===== src/rtl/encoder_12to4.sv =====
// Registered 12-to-4 priority encoder with a full one-hot check on chk.
// Optional macro ENCODER_HOLD_EN: with no input high, out_binary holds its last value.
module encoder_12to4 (
    input  logic       clk,
    input  logic       rst,
    input  logic       in_0,
    input  logic       in_1,
    input  logic       in_2,
    input  logic       in_3,
    input  logic       in_4,
    input  logic       in_5,
    input  logic       in_6,
    input  logic       in_7,
    input  logic       in_8,
    input  logic       in_9,
    input  logic       in_10,
    input  logic       in_11,
    output logic [3:0] out_binary,
    output logic       chk
);

    logic [11:0] w_in;
    logic [3:0]  w_count;
    logic [3:0]  w_hi_idx;
    logic        w_any;
    logic        w_one_hot;
    logic [3:0]  w_next_out;

    logic [3:0]  r_out_binary;
    logic        r_chk;

    assign w_in = {in_11, in_10, in_9, in_8, in_7, in_6,
                   in_5,  in_4,  in_3, in_2, in_1, in_0};

    // True popcount over all twelve lines; max value 12 fits in 4 bits.
    always_comb begin
        w_count = 4'd0;
        for (int i = 0; i < 12; i++) begin
            w_count = w_count + {3'b000, w_in[i]};
        end
    end

    assign w_one_hot = (w_count == 4'd1);

    // Ascending scan: the last asserted line seen is the highest index.
    always_comb begin
        w_hi_idx = 4'd0;
        w_any    = 1'b0;
        for (int i = 0; i < 12; i++) begin
            if (w_in[i]) begin
                w_hi_idx = 4'(i);
                w_any    = 1'b1;
            end
        end
    end

    always_comb begin
`ifdef ENCODER_HOLD_EN
        w_next_out = w_any ? w_hi_idx : r_out_binary;
`else
        w_next_out = w_any ? w_hi_idx : 4'd0;
`endif
    end

    always_ff @(posedge clk) begin
        if (rst) begin
            r_out_binary <= 4'd0;
            r_chk        <= 1'b0;
        end else begin
            r_out_binary <= w_next_out;
            r_chk        <= w_one_hot;
        end
    end

    assign out_binary = r_out_binary;
    assign chk        = r_chk;

endmodule


===== config.mk =====
export PLATFORM = sky130hd
export DESIGN_NAME = encoder_12to4
export DESIGN_NICKNAME = d
export VERILOG_FILES = /design/src/rtl/encoder_12to4.sv
export SDC_FILE = /design/constraint.sdc
export NUM_CORES = 1
export LEC_CHECK = 0
export CAP_MARGIN = 25
export CORE_AREA = 2 2 39 41
export CTS_CLUSTER_DIAMETER = 80
export DETAILED_ROUTE_END_ITERATION = 8
export DIE_AREA = 0 0 41 43
export PLACE_DENSITY = 0.72
export RECOVER_POWER = 100
export SETUP_SLACK_MARGIN = 0.02
export SLEW_MARGIN = 20
export SYNTH_ARGS = -nofsm -noshare
export SYNTH_HDL_FRONTEND = slang
export SYNTH_SLANG_ARGS = --single-unit
export TNS_END_PERCENT = 30

===== constraint.sdc =====
create_clock -name clk -period 5.2 [get_ports clk]
set_clock_uncertainty 0.15 [all_clocks]
set_input_delay 1.04 -clock clk [delete_from_list [all_inputs] [get_ports clk]]
set_output_delay 1.04 -clock clk [all_outputs]
set_load 0.02 [all_outputs]

==> results.toml <==
[clocking]
cts_hold_buf = 0
htree_levels = 1
cts_setup_buffers = 0
cts-root-buf = "clkbuf_4"
cts_resized = 0
cts_buffer_depth = 2
clk_pin_slew_worst_paths_ps = 40
cts_tree = "built"
cts_inserted_buffers = 3
cts_sinks = 5

[sta]
post-route-period-util_pct = 91.6
tightestPinTransition_ps = 499
fmax_mhz = 210
slew_violations = 0
rsz0062_at_grt = "no"
setup_tns_ps = 0
setup_violations = 0
relSlewSlack_pct = 66.4
period_needed_ps = 4770
finalHoldViolations = 0

[die]
dieArea_sq_um = 1760
row_count = 14
die_h_um = 43
die_x_um = 41
initial_core_util_pct = 38.2
io_pins = 19
core_area_sq_um = 1380

[detailed_routing]
firstDrtPassIters = 5
vias = 466
finalWirelength_um = 1050
antenna_left = 0
vias_per_cell = 4.80
routedWlPerCell_um = 10.8
drtIter0Drc = 4
drc = 0

[global_routing]
grt_pass1_wl_um = 1890
grt_pass1_vias = 494
grt_overflow_total = 0
antenna_found_initial = 0
track_usage_pct = 15.3
grt_max_degree = 6

[layout]
diodes = 0
fin_cells = 97
final_net_count = 108
syn2layout_area_growth_pct = 40.8
stdcell_area_sq_um = 743
drive_gt1_share_pct = 7.41

[place]
port_buffers = 18
place_congestion = 0.706
dp_cells = 93
hpwl_um = 945
post_dp_cell_area_sq_um = 728

[yosys]
yosys_warnings = 0
ys_seq_elements = 5
ys_seq_area_share_pct = 19.0
syn-instance-count = 59
syn_nets = 85
synth_area_per_cell_sq_um = 8.95
netlist_area_sq_um = 528
netlist-cell-type-count = 19

[power]
p_sw_mw = 0.0724
combPwrFrac_pct = 56.0
p_leak_nw = 0.364
clockPowerShare_pct = 22.0
pwr-share-seq_pct = 22.0
peakVddDrop_mv = 0.101
p_int_mw = 0.123
power.density_nw_per_um2 = 263
sw_frac_of_total_pct = 37.1

[worst_setup_path]
worst-setup-path-type = "in -> reg"
worstSetupStartpoint = "in_5"
cp-start-kind = "input pin"
cp_max_fo = 5
worstPathArrival_ps = 4750
cp.required_ps = 5190
crit_path_end_kind = "flip-flop"

[status]
run_status = "finished clean"

[hold_path]
min_path_type = "in -> reg"
min-delay-start = "rst"

[run]
max_cap_violations = 0
-- registers in the layout, summed over array words and instances (netlist names) --
| register | count |
|---|---|
| out_binary | 4 |
| chk | 1 |
-- cells by family (layout without fill, tap and decap cells) --
logic type | after synthesis | in the layout | share of synthesized area [%]
adders and majority gates | 12 | 12 | 38.4
buffers and inverters | 18 | 40 | 12.8
AOI/OAI and AO/OA | 6 | 6 | 9.71
DFF | 5 | 5 | 19.0
and+or+nand+nor | 18 | 18 | 20.1
-- metal layers --
layer / track usage (%) / part of all wire, % / vias to the layer above
met5: 0 / 0 / -
met4: 6.00 / 0 / 0
met3: 0 / 6.2 / 0
li1: - / - / 235
met1: 17.9 / 40 / 220
met2: 27.5 / 54 / 11
-- critical path, stage by stage --
cell and delay (ps):
dlygate4sd3_1 640, fa_1 520, fa_1 490, inv_1 50, fa_1 500, fa_1 420, inv_1 70, ha_1 180
inv_1 60, fa_1 370, nor2_1 100, a31oi_1 90, nor4_1 220
-- power groups by stage --
| stage | clock, mW | sequential, mW | combinational (mW) |
|---|---|---|---|
| after detailed placement | 0 | 0.0438 | 0.113 |
| after floorplan | 0 | 0.0489 | 0.0679 |
| final | 0.0429 | 0.0429 | 0.109 |
| after CTS | 0.0451 | 0.0432 | 0.114 |
| after global routing | 0.0483 | 0.0433 | 0.129 |
| after global placement | 0 | 0.0437 | 0.105 |
-- through the flow --
| step | hold slack, ps | total power, mW | utilization (%) | worst slack [ps] |
|---|---|---|---|---|
| 2_1_floorplan | 962 | 0.117 | - | 1040 |
| 3_3_place_gp | 1540 | 0.149 | 52.6 | 384 |
| 3_5_place_dp | 1550 | 0.157 | 52.6 | 301 |
| 4_1_cts | 1310 | 0.202 | 54.5 | 534 |
| 5_1_grt | 1330 | 0.221 | 53.7 | 184 |
| 6_report | 1320 | 0.195 | 53.7 | 434 |
-- area by class of cell --
type / count / area (sq um)
inverter: 18 / 67.6
tap: 16 / 20.0
sequential: 5 / 100
multi-input combinational: 36 / 349
fill: 147 / 641
clock buffer: 4 / 26.3
timing repair buffer: 18 / 180
-- synthesized netlist by cell type --
cell / n / area share, %
a21oi_1: 1 / 0.95
nor3_1: 1 / 0.95
nor4_1: 2 / 2.4
dfxtp_1: 5 / 19
a31oi_1: 1 / 1.2
fa_1: 7 / 27
ha_1: 5 / 12
nand2b_1: 1 / 1.2
nor3_2: 1 / 1.9
a221oi_2: 1 / 2.8
inv_1: 17 / 12
nand2_1: 3 / 2.1
nor2b_1: 1 / 1.2
nor4_2: 2 / 4.7
a41o_1: 1 / 1.9
o31ai_1: 2 / 2.8
nor3b_1: 1 / 1.4
nor2_1: 6 / 4.3
inv_2: 1 / 0.71
-- final timing paths --
check	slack (ps)	to	cells past startpoint
worst max-delay path	430	chk	13
worst min-delay path	1320	out_binary[3]	2
-- cells in the final DEF, fill, tap and decap left out --
cell and n:
a41o_1 1, nand2_1 3, inv_1 17, fa_1 7
nor2b_1 1, nor3b_1 1, nor4_1 3, dfxtp_1 5
ha_1 5, nor4_2 1, a31oi_1 1, inv_2 1
clkbuf_1 1, dlygate4sd3_1 7, nor3_1 2, clkbuf_4 3
clkdlybuf4s50_1 11, nor2_1 6, a221oi_2 1, o31ai_1 2
nand2b_1 1, a21oi_1 1
(Power assumes the default switching activity.)
